## config.mk

```make
export PLATFORM = sky130hd
export DESIGN_NAME = wb_slave_mux_flat
export DESIGN_NICKNAME = d
export VERILOG_FILES = /design/src/rtl/wb_mux_pkg.sv /design/src/rtl/wb_slave_mux_if.sv /design/src/rtl/wb_mux_timer.sv /design/src/rtl/wb_slave_mux.sv /design/src/flat_wrapper.sv
export SDC_FILE = /design/constraint.sdc
export NUM_CORES = 1
export LEC_CHECK = 0
export BUFFER_PORTS_ARGS = -buffer_cell sky130_fd_sc_hd__buf_2
export CORE_AREA = 4 4 133 135
export CTS_BUF_LIST = sky130_fd_sc_hd__clkbuf_8
export CTS_CLUSTER_DIAMETER = 200
export CTS_CLUSTER_SIZE = 12
export DETAILED_ROUTE_END_ITERATION = 6
export DIE_AREA = 0 0 137 139
export SYNTH_ARGS = -nofsm -noshare
export SYNTH_HDL_FRONTEND = slang
export SYNTH_SLANG_ARGS = --single-unit
export TNS_END_PERCENT = 20
```

## constraint.sdc

```tcl
create_clock -name wb_clk_i -period 1.8 [get_ports wb_clk_i]
set_input_delay 0.18 -clock wb_clk_i [delete_from_list [all_inputs] [get_ports wb_clk_i]]
set_output_delay 0.18 -clock wb_clk_i [all_outputs]
set_load 0.01 [all_outputs]
```

## src/rtl/wb_mux_pkg.sv

```systemverilog
// rtl/wb_mux_pkg.sv - shared state encoding and constants for the wishbone slave mux
package wb_mux_pkg;

  typedef enum logic [1:0] {
    ST_IDLE = 2'd0,
    ST_FWD  = 2'd1,
    ST_DONE = 2'd2
  } mux_state_t;

  localparam logic [31:0] ERR_DATA     = 32'hDEAD_BEEF;
  localparam logic [31:0] DEF_S0_BASE  = 32'h4100_0000;
  localparam logic [31:0] DEF_S0_MASK  = 32'hFFFF_FFF0;
  localparam logic [31:0] DEF_S1_BASE  = 32'h4200_0000;
  localparam logic [31:0] DEF_S1_MASK  = 32'hFFFF_0000;
  localparam int unsigned DEF_TIMEOUT  = 16;

endpackage

```

## src/rtl/wb_slave_mux_if.sv

```systemverilog
// rtl/wb_slave_mux_if.sv - master-side, two slave-side and error-report signals of the mux
interface wb_slave_mux_if;

  logic        wbs_cyc_i;
  logic        wbs_stb_i;
  logic        wbs_we_i;
  logic [3:0]  wbs_sel_i;
  logic [31:0] wbs_adr_i;
  logic [31:0] wbs_dat_i;
  logic        wbs_ack_o;
  logic [31:0] wbs_dat_o;

  logic        s0_cyc_o;
  logic        s0_stb_o;
  logic        s0_we_o;
  logic [3:0]  s0_sel_o;
  logic [31:0] s0_adr_o;
  logic [31:0] s0_dat_o;
  logic        s0_ack_i;
  logic [31:0] s0_dat_i;

  logic        s1_cyc_o;
  logic        s1_stb_o;
  logic        s1_we_o;
  logic [3:0]  s1_sel_o;
  logic [31:0] s1_adr_o;
  logic [31:0] s1_dat_o;
  logic        s1_ack_i;
  logic [31:0] s1_dat_i;

  logic        err_o;
  logic [31:0] err_adr_o;
  logic        err_clr_i;

  // The mux itself: a slave on the master bus, a master toward s0/s1.
  modport slave (
    input  wbs_cyc_i, wbs_stb_i, wbs_we_i, wbs_sel_i, wbs_adr_i, wbs_dat_i,
    output wbs_ack_o, wbs_dat_o,
    output s0_cyc_o, s0_stb_o, s0_we_o, s0_sel_o, s0_adr_o, s0_dat_o,
    input  s0_ack_i, s0_dat_i,
    output s1_cyc_o, s1_stb_o, s1_we_o, s1_sel_o, s1_adr_o, s1_dat_o,
    input  s1_ack_i, s1_dat_i,
    output err_o, err_adr_o,
    input  err_clr_i
  );

  // Environment around the mux: the bus master plus both slave devices.
  modport master (
    output wbs_cyc_i, wbs_stb_i, wbs_we_i, wbs_sel_i, wbs_adr_i, wbs_dat_i,
    input  wbs_ack_o, wbs_dat_o,
    input  s0_cyc_o, s0_stb_o, s0_we_o, s0_sel_o, s0_adr_o, s0_dat_o,
    output s0_ack_i, s0_dat_i,
    input  s1_cyc_o, s1_stb_o, s1_we_o, s1_sel_o, s1_adr_o, s1_dat_o,
    output s1_ack_i, s1_dat_i,
    input  err_o, err_adr_o,
    output err_clr_i
  );

endinterface

```

## src/rtl/wb_mux_timer.sv

```systemverilog
// rtl/wb_mux_timer.sv - forward-phase watchdog, expired on the TIMEOUT-th enabled cycle
module wb_mux_timer #(
  parameter int unsigned TIMEOUT = 16
) (
  input  logic clk,
  input  logic rst,
  input  logic clear,
  input  logic enable,
  output logic expired
);

  localparam int unsigned W = (TIMEOUT > 1) ? $clog2(TIMEOUT) : 1;
  localparam logic [W-1:0] LAST = W'(TIMEOUT - 1);

  logic [W-1:0] cnt;

  // Saturates at LAST so a stalled enable can never wrap back to zero.
  always_ff @(posedge clk) begin
    if (rst || clear) begin
      cnt <= '0;
    end else if (enable && (cnt != LAST)) begin
      cnt <= cnt + W'(1);
    end
  end

  assign expired = enable && (cnt == LAST);

endmodule

```

## src/rtl/wb_slave_mux.sv

```systemverilog
// rtl/wb_slave_mux.sv - one-master two-slave wishbone address decoder with timeout and error capture
module wb_slave_mux
  import wb_mux_pkg::*;
#(
  parameter logic [31:0] S0_BASE = DEF_S0_BASE,
  parameter logic [31:0] S0_MASK = DEF_S0_MASK,
  parameter logic [31:0] S1_BASE = DEF_S1_BASE,
  parameter logic [31:0] S1_MASK = DEF_S1_MASK,
  parameter int unsigned TIMEOUT = DEF_TIMEOUT
) (
  input  logic           wb_clk_i,
  input  logic           wb_rst_i,
  wb_slave_mux_if.slave  bus
);

  mux_state_t  state;
  logic        sel_q;
  logic        s0_act;
  logic        s1_act;
  logic        ack_q;
  logic [31:0] dat_q;
  logic        err_q;
  logic [31:0] err_adr_q;

  logic        hit0;
  logic        hit1;
  logic        req;
  logic        sel_ack;
  logic [31:0] sel_dat;
  logic        expired;
  logic        err_set;

  assign hit0    = (bus.wbs_adr_i & S0_MASK) == S0_BASE;
  assign hit1    = (bus.wbs_adr_i & S1_MASK) == S1_BASE;
  assign req     = bus.wbs_cyc_i & bus.wbs_stb_i & ~ack_q;
  assign sel_ack = sel_q ? bus.s1_ack_i : bus.s0_ack_i;
  assign sel_dat = sel_q ? bus.s1_dat_i : bus.s0_dat_i;

  // Faults are a decode miss in IDLE or a watchdog expiry with the cycle still held and no ack.
  assign err_set = ((state == ST_IDLE) && req && !hit0 && !hit1) ||
                   ((state == ST_FWD) && bus.wbs_cyc_i && !sel_ack && expired);

  wb_mux_timer #(
    .TIMEOUT (TIMEOUT)
  ) u_timer (
    .clk     (wb_clk_i),
    .rst     (wb_rst_i),
    .clear   (state != ST_FWD),
    .enable  (state == ST_FWD),
    .expired (expired)
  );

  always_ff @(posedge wb_clk_i) begin
    if (wb_rst_i) begin
      state     <= ST_IDLE;
      sel_q     <= 1'b0;
      s0_act    <= 1'b0;
      s1_act    <= 1'b0;
      ack_q     <= 1'b0;
      dat_q     <= '0;
      err_q     <= 1'b0;
      err_adr_q <= '0;
    end else begin
      ack_q <= 1'b0;
      dat_q <= '0;
      case (state)
        ST_IDLE: begin
          if (req) begin
            if (hit0 || hit1) begin
              sel_q  <= ~hit0;
              s0_act <= hit0;
              s1_act <= ~hit0;
              state  <= ST_FWD;
            end else begin
              ack_q <= 1'b1;
              dat_q <= ERR_DATA;
              state <= ST_DONE;
            end
          end
        end
        ST_FWD: begin
          // Abort has priority: a master that walked away gets no ack at all.
          if (!bus.wbs_cyc_i) begin
            s0_act <= 1'b0;
            s1_act <= 1'b0;
            state  <= ST_IDLE;
          end else if (sel_ack) begin
            s0_act <= 1'b0;
            s1_act <= 1'b0;
            ack_q  <= 1'b1;
            dat_q  <= bus.wbs_we_i ? 32'h0 : sel_dat;
            state  <= ST_DONE;
          end else if (expired) begin
            s0_act <= 1'b0;
            s1_act <= 1'b0;
            ack_q  <= 1'b1;
            dat_q  <= ERR_DATA;
            state  <= ST_DONE;
          end
        end
        ST_DONE: begin
          state <= ST_IDLE;
        end
        default: begin
          s0_act <= 1'b0;
          s1_act <= 1'b0;
          state  <= ST_IDLE;
        end
      endcase

      if (err_set) begin
        err_q     <= 1'b1;
        err_adr_q <= bus.wbs_adr_i;
      end else if (bus.err_clr_i) begin
        err_q <= 1'b0;
      end
    end
  end

  assign bus.wbs_ack_o = ack_q;
  assign bus.wbs_dat_o = dat_q;
  assign bus.err_o     = err_q;
  assign bus.err_adr_o = err_adr_q;

  assign bus.s0_cyc_o = s0_act;
  assign bus.s0_stb_o = s0_act;
  assign bus.s0_we_o  = bus.wbs_we_i;
  assign bus.s0_sel_o = bus.wbs_sel_i;
  assign bus.s0_adr_o = bus.wbs_adr_i;
  assign bus.s0_dat_o = bus.wbs_dat_i;

  assign bus.s1_cyc_o = s1_act;
  assign bus.s1_stb_o = s1_act;
  assign bus.s1_we_o  = bus.wbs_we_i;
  assign bus.s1_sel_o = bus.wbs_sel_i;
  assign bus.s1_adr_o = bus.wbs_adr_i;
  assign bus.s1_dat_o = bus.wbs_dat_i;

endmodule
```

## src/flat_wrapper.sv

```systemverilog
// flat-port wrapper written by rule: the top's interface ports become plain ports
module wb_slave_mux_flat import wb_mux_pkg::*;
#(
  parameter logic [31:0] S0_BASE = DEF_S0_BASE,
  parameter logic [31:0] S0_MASK = DEF_S0_MASK,
  parameter logic [31:0] S1_BASE = DEF_S1_BASE,
  parameter logic [31:0] S1_MASK = DEF_S1_MASK,
  parameter int unsigned TIMEOUT = DEF_TIMEOUT
)
  (wb_clk_i, wb_rst_i, bus_wbs_cyc_i, bus_wbs_stb_i, bus_wbs_we_i, bus_wbs_sel_i, bus_wbs_adr_i, bus_wbs_dat_i, bus_wbs_ack_o, bus_wbs_dat_o, bus_s0_cyc_o, bus_s0_stb_o, bus_s0_we_o, bus_s0_sel_o, bus_s0_adr_o, bus_s0_dat_o, bus_s0_ack_i, bus_s0_dat_i, bus_s1_cyc_o, bus_s1_stb_o, bus_s1_we_o, bus_s1_sel_o, bus_s1_adr_o, bus_s1_dat_o, bus_s1_ack_i, bus_s1_dat_i, bus_err_o, bus_err_adr_o, bus_err_clr_i);
  wb_slave_mux_if bus_i ();
  input  logic wb_clk_i;
  input  logic wb_rst_i;
  input wire logic [$bits(bus_i.wbs_cyc_i)-1:0] bus_wbs_cyc_i;
  input wire logic [$bits(bus_i.wbs_stb_i)-1:0] bus_wbs_stb_i;
  input wire logic [$bits(bus_i.wbs_we_i)-1:0] bus_wbs_we_i;
  input wire logic [$bits(bus_i.wbs_sel_i)-1:0] bus_wbs_sel_i;
  input wire logic [$bits(bus_i.wbs_adr_i)-1:0] bus_wbs_adr_i;
  input wire logic [$bits(bus_i.wbs_dat_i)-1:0] bus_wbs_dat_i;
  output wire logic [$bits(bus_i.wbs_ack_o)-1:0] bus_wbs_ack_o;
  output wire logic [$bits(bus_i.wbs_dat_o)-1:0] bus_wbs_dat_o;
  output wire logic [$bits(bus_i.s0_cyc_o)-1:0] bus_s0_cyc_o;
  output wire logic [$bits(bus_i.s0_stb_o)-1:0] bus_s0_stb_o;
  output wire logic [$bits(bus_i.s0_we_o)-1:0] bus_s0_we_o;
  output wire logic [$bits(bus_i.s0_sel_o)-1:0] bus_s0_sel_o;
  output wire logic [$bits(bus_i.s0_adr_o)-1:0] bus_s0_adr_o;
  output wire logic [$bits(bus_i.s0_dat_o)-1:0] bus_s0_dat_o;
  input wire logic [$bits(bus_i.s0_ack_i)-1:0] bus_s0_ack_i;
  input wire logic [$bits(bus_i.s0_dat_i)-1:0] bus_s0_dat_i;
  output wire logic [$bits(bus_i.s1_cyc_o)-1:0] bus_s1_cyc_o;
  output wire logic [$bits(bus_i.s1_stb_o)-1:0] bus_s1_stb_o;
  output wire logic [$bits(bus_i.s1_we_o)-1:0] bus_s1_we_o;
  output wire logic [$bits(bus_i.s1_sel_o)-1:0] bus_s1_sel_o;
  output wire logic [$bits(bus_i.s1_adr_o)-1:0] bus_s1_adr_o;
  output wire logic [$bits(bus_i.s1_dat_o)-1:0] bus_s1_dat_o;
  input wire logic [$bits(bus_i.s1_ack_i)-1:0] bus_s1_ack_i;
  input wire logic [$bits(bus_i.s1_dat_i)-1:0] bus_s1_dat_i;
  output wire logic [$bits(bus_i.err_o)-1:0] bus_err_o;
  output wire logic [$bits(bus_i.err_adr_o)-1:0] bus_err_adr_o;
  input wire logic [$bits(bus_i.err_clr_i)-1:0] bus_err_clr_i;
  assign bus_i.wbs_cyc_i = bus_wbs_cyc_i;
  assign bus_i.wbs_stb_i = bus_wbs_stb_i;
  assign bus_i.wbs_we_i = bus_wbs_we_i;
  assign bus_i.wbs_sel_i = bus_wbs_sel_i;
  assign bus_i.wbs_adr_i = bus_wbs_adr_i;
  assign bus_i.wbs_dat_i = bus_wbs_dat_i;
  assign bus_wbs_ack_o = bus_i.wbs_ack_o;
  assign bus_wbs_dat_o = bus_i.wbs_dat_o;
  assign bus_s0_cyc_o = bus_i.s0_cyc_o;
  assign bus_s0_stb_o = bus_i.s0_stb_o;
  assign bus_s0_we_o = bus_i.s0_we_o;
  assign bus_s0_sel_o = bus_i.s0_sel_o;
  assign bus_s0_adr_o = bus_i.s0_adr_o;
  assign bus_s0_dat_o = bus_i.s0_dat_o;
  assign bus_i.s0_ack_i = bus_s0_ack_i;
  assign bus_i.s0_dat_i = bus_s0_dat_i;
  assign bus_s1_cyc_o = bus_i.s1_cyc_o;
  assign bus_s1_stb_o = bus_i.s1_stb_o;
  assign bus_s1_we_o = bus_i.s1_we_o;
  assign bus_s1_sel_o = bus_i.s1_sel_o;
  assign bus_s1_adr_o = bus_i.s1_adr_o;
  assign bus_s1_dat_o = bus_i.s1_dat_o;
  assign bus_i.s1_ack_i = bus_s1_ack_i;
  assign bus_i.s1_dat_i = bus_s1_dat_i;
  assign bus_err_o = bus_i.err_o;
  assign bus_err_adr_o = bus_i.err_adr_o;
  assign bus_i.err_clr_i = bus_err_clr_i;
  wb_slave_mux #(.S0_BASE(S0_BASE), .S0_MASK(S0_MASK), .S1_BASE(S1_BASE), .S1_MASK(S1_MASK), .TIMEOUT(TIMEOUT)) u_core (.wb_clk_i(wb_clk_i), .wb_rst_i(wb_rst_i), .bus(bus_i));
endmodule
```

==> metrics.md <==
| Metric | Value |
|---|---|
| Die area | 19000 um2 |
| Final Cell Area | 5320 um2 |
| Min-delay worst type | in2reg |
| Clock Skew | 0.00737 ns |
| Core area | 16500 um2 |
| Final global-route overflow total | 0 |
| Setup Viol. Count Final | 0 |
| Worst slew pin tran | 0.421 ns |
| RSZ-0062 raised after global routing | false |
| Io pins | 348 |
| Hold path cells | 3 |
| R2R setup slack | 0.09 ns |
| PortBufs | 239 |
| Final Wtd Congestion | 0.673 |
| R2R cell count | 5 |
| Placed cell area | 5100 um2 |
| Clock sinks | 75 |
| YS warnings | 0 |
| Drt via density | 4.11 |
| FILL cells | 1710 |
| Crit path arrival time | 1.98 ns |
| Clk_lat worst skew | 0.36 ns |
| CTS buffer count | 9 |
| GRT Overall Usage | 12.9% |
| Vias in the first global route | 3229 |
| Synthesized cell area | 4540 um2 |
| Crit path required time | 2.06 ns |
| Syn Nets | 625 |
| Starting Density | 27.6% |
| Share of layout cells above drive strength 1 | 49.0% |
| P_leak | 0.00262 uW |
| Worst r2r dst | u_core.bus.s0_cyc_o$_SDFFE_PP0P_ |
| Worst Hold Path EP | u_core.bus.wbs_dat_o[24]$_SDFF_PP0_ |
| Post-CTS Hold Buffers | 0 |
| Clock root buffer | clkbuf_8 |
| Max-slew headroom | 71.4% |
| Post-CTS setup buffer count | 0 |
| Pre-antenna DRT Iters | 4 |
| DPL Wire Length | 10.5 mm |
| CTS resizes | 0 |
| Sequential element share of the synthesized area | 33.1% |
| Setup CP Type | reg2reg |
| Largest net degree at the start of global routing | 64 |
| Tot Pwr | 3850 uW |
| DRC | 0 |
| Clock Tree Buf Depth | 2 |
| Post-DRT Antenna Nets | 0 |
| Syn avg cell area | 9.38 um2 |
| Fin worst setup slack | 0.0870 ns |
| First-pass GRT wire length | 18.7 mm |
| Initial antenna violation count | 0 |
| NumNets Final | 741 |
| Area Overhead vs Synth | 17.1% |
| Post-route clock period utilization | 95.2% |
| Starting DRC count in detailed routing | 62 |
| CTS tree | done |
| VDD IR max | 0.252 mV |
| Vias | 3390 |
| Num rows | 47 |
| Number of synthesized register bits | 75 |
| Critical-path maximum fanout | 4 |
| Inserted Diodes | 0 |
| Wirelength, routed | 12.9 mm |
| Worst r2r src | u_core.sel_q$_SDFFE_PP0P_ |
| Cells after synthesis | 484 |
| Max H-tree Level | 3 |
| Max-cap viol count | 0 |
| Setup TNS | 0 ns |
| Max Freq | 584 MHz |
| Final min period | 1.71 ns |
| Pre-CTS setup slack | -0.0934 ns |
| Final hold violation count | 0 |
| Outcome | finished clean |
| WL per Instance | 15.6 um |
| Power Density | 725 nW/um2 |
| Critical Path Start Type | flip-flop |
| Setup crit end kind | flip-flop |
| Die extent in y | 139 um |
| Clk slew on worst S/H paths | 0.08 ns |
| Chip width | 137 um |
| Max-slew violations | 0 |
| Worst min-delay path startpoint | bus_s0_dat_i[24] |
| Yosys cell types | 38 |
flip-flops by register name, summed over array words and instances (netlist names):
| name | flops |
|---|---|
| u_core.bus.s0_cyc_o | 1 |
| u_core.u_timer.cnt | 4 |
| u_core.bus.wbs_ack_o | 1 |
| u_core.bus.wbs_dat_o | 32 |
| u_core.state | 2 |
| u_core.sel_q | 1 |
| u_core.bus.err_adr_o | 32 |
| u_core.bus.err_o | 1 |
| u_core.bus.s1_cyc_o | 1 |
synthesized netlist by cell type (all sizes together):
cell | n | share of area (%)
and3 | 2 | 0.28
or2b | 2 | 0.33
nor2b | 1 | 0.14
a22oi | 1 | 0.47
buf | 153 | 26
clkbuf | 12 | 0.99
nor3 | 2 | 0.22
nand3 | 4 | 0.44
nor4b | 2 | 0.66
a21oi | 6 | 0.99
ha | 1 | 0.28
or2 | 25 | 3.4
and2 | 1 | 0.14
or4b | 1 | 0.22
a21o | 1 | 0.17
nand2 | 5 | 0.41
a211o | 1 | 0.19
a311oi | 1 | 0.19
nor2 | 21 | 1.7
xnor2 | 1 | 0.19
and4b | 1 | 0.22
nor4 | 4 | 0.69
mux2i | 66 | 15
o21ai | 2 | 0.47
nand4b | 1 | 0.19
nand2b | 64 | 8.8
dfxtp | 75 | 33
and3b | 1 | 0.19
a211oi | 25 | 4.1
and4 | 2 | 0.50
critical path: stages (launching register included):
cell and delay [ns]:
dfxtp_2 0.41, mux2i_2 0.44, buf_4 0.20, nand4b_1 0.10, a21o_1 0.22, a311oi_1 0.26
per-stage QoR:
step | util [%] | instances | hold WS (ns)
final | 32.3 | 824 | 0.0503
after global routing | 32.3 | 824 | 0.0495
after CTS | 32.3 | 824 | 0.0206
after detailed placement | 31.0 | 809 | 0.360
after global placement | 31.0 | 809 | 0.360
after floorplan | - | 484 | 0.324
layer usage:
layer  vias to the layer above  GRT usage, %  wire, um
met3                        14          3.16      1280
met1                      1458          13.8      4720
met4                         0          4.83       202
met5                         -             0         0
met2                       222          24.1      6670
li1                       1696             -         -
cells in the final DEF, fill, tap and decap left out, types with 3 or more instances in the layout:
master    Yosys  routed
nand2_1       5       5
dfxtp_1      75      74
nor2_1       21      21
nand3_1       4       4
or2_1        25      25
buf_2         9     239
nor4_1        3       3
a21oi_1       4       4
buf_4       140      26
nand2b_1     64      64
a211oi_1     25      25
mux2i_1      65      65
buf_12        3       5
clkbuf_8      0      10
power by group:
group	leakage, uW	switching, uW	total [uW]	internal (uW)
Combinational	0.00190	344	669	325
Clock	0.000108	635	1440	806
Sequential	0.000611	24.0	1740	1720
cell type report:
class                   instances  area (um2)  share of cell area, %
clock buffers                  10         138                   2.59
well taps                     220         275                   5.18
flip-flops and latches         75        1500                   28.3
repair buffers                270        1490                   28.1
multi-input cells             244        1830                   34.5
clock inverters                 5        77.6                   1.46
worst max-delay path by stage:
stage | startpoint | endpoint | slack [ns] | depth (start not counted)
final | u_core.sel_q$_SDFFE_PP0P_ | u_core.bus.s0_cyc_o$_SDFFE_PP0P_ | 0.09 | 5
after global routing | u_core.sel_q$_SDFFE_PP0P_ | u_core.bus.s0_cyc_o$_SDFFE_PP0P_ | 0.05 | 5
after CTS | u_core.sel_q$_SDFFE_PP0P_ | u_core.bus.s0_cyc_o$_SDFFE_PP0P_ | 0.08 | 5
after detailed placement | bus_wbs_adr_i[22] | u_core.bus.err_adr_o[15]$_SDFFE_PP0P_ | -0.09 | 7
after global placement | bus_wbs_adr_i[22] | u_core.bus.err_adr_o[1]$_SDFFE_PP0P_ | -0.1 | 7
after floorplan | u_core.sel_q$_SDFFE_PP0P_ | u_core.bus.wbs_dat_o[10]$_SDFF_PP0_ | 0.25 | 6
cells by family (layout without fill, tap and decap cells):
family                   Yosys count  after routing  synth area share (%)
buffers and inverters            165            285                  26.6
adder cells (fa/ha/maj)            1              1                 0.276
flip-flops                        75             75                  33.1
multiplexers                      66             66                  14.6
AND/OR/NAND/NOR                  139            139                  18.6
AO/OA/AOI/OAI                     37             37                  6.62
XOR/XNOR                           1              1                 0.193
Power figures use the tool's default switching activity.
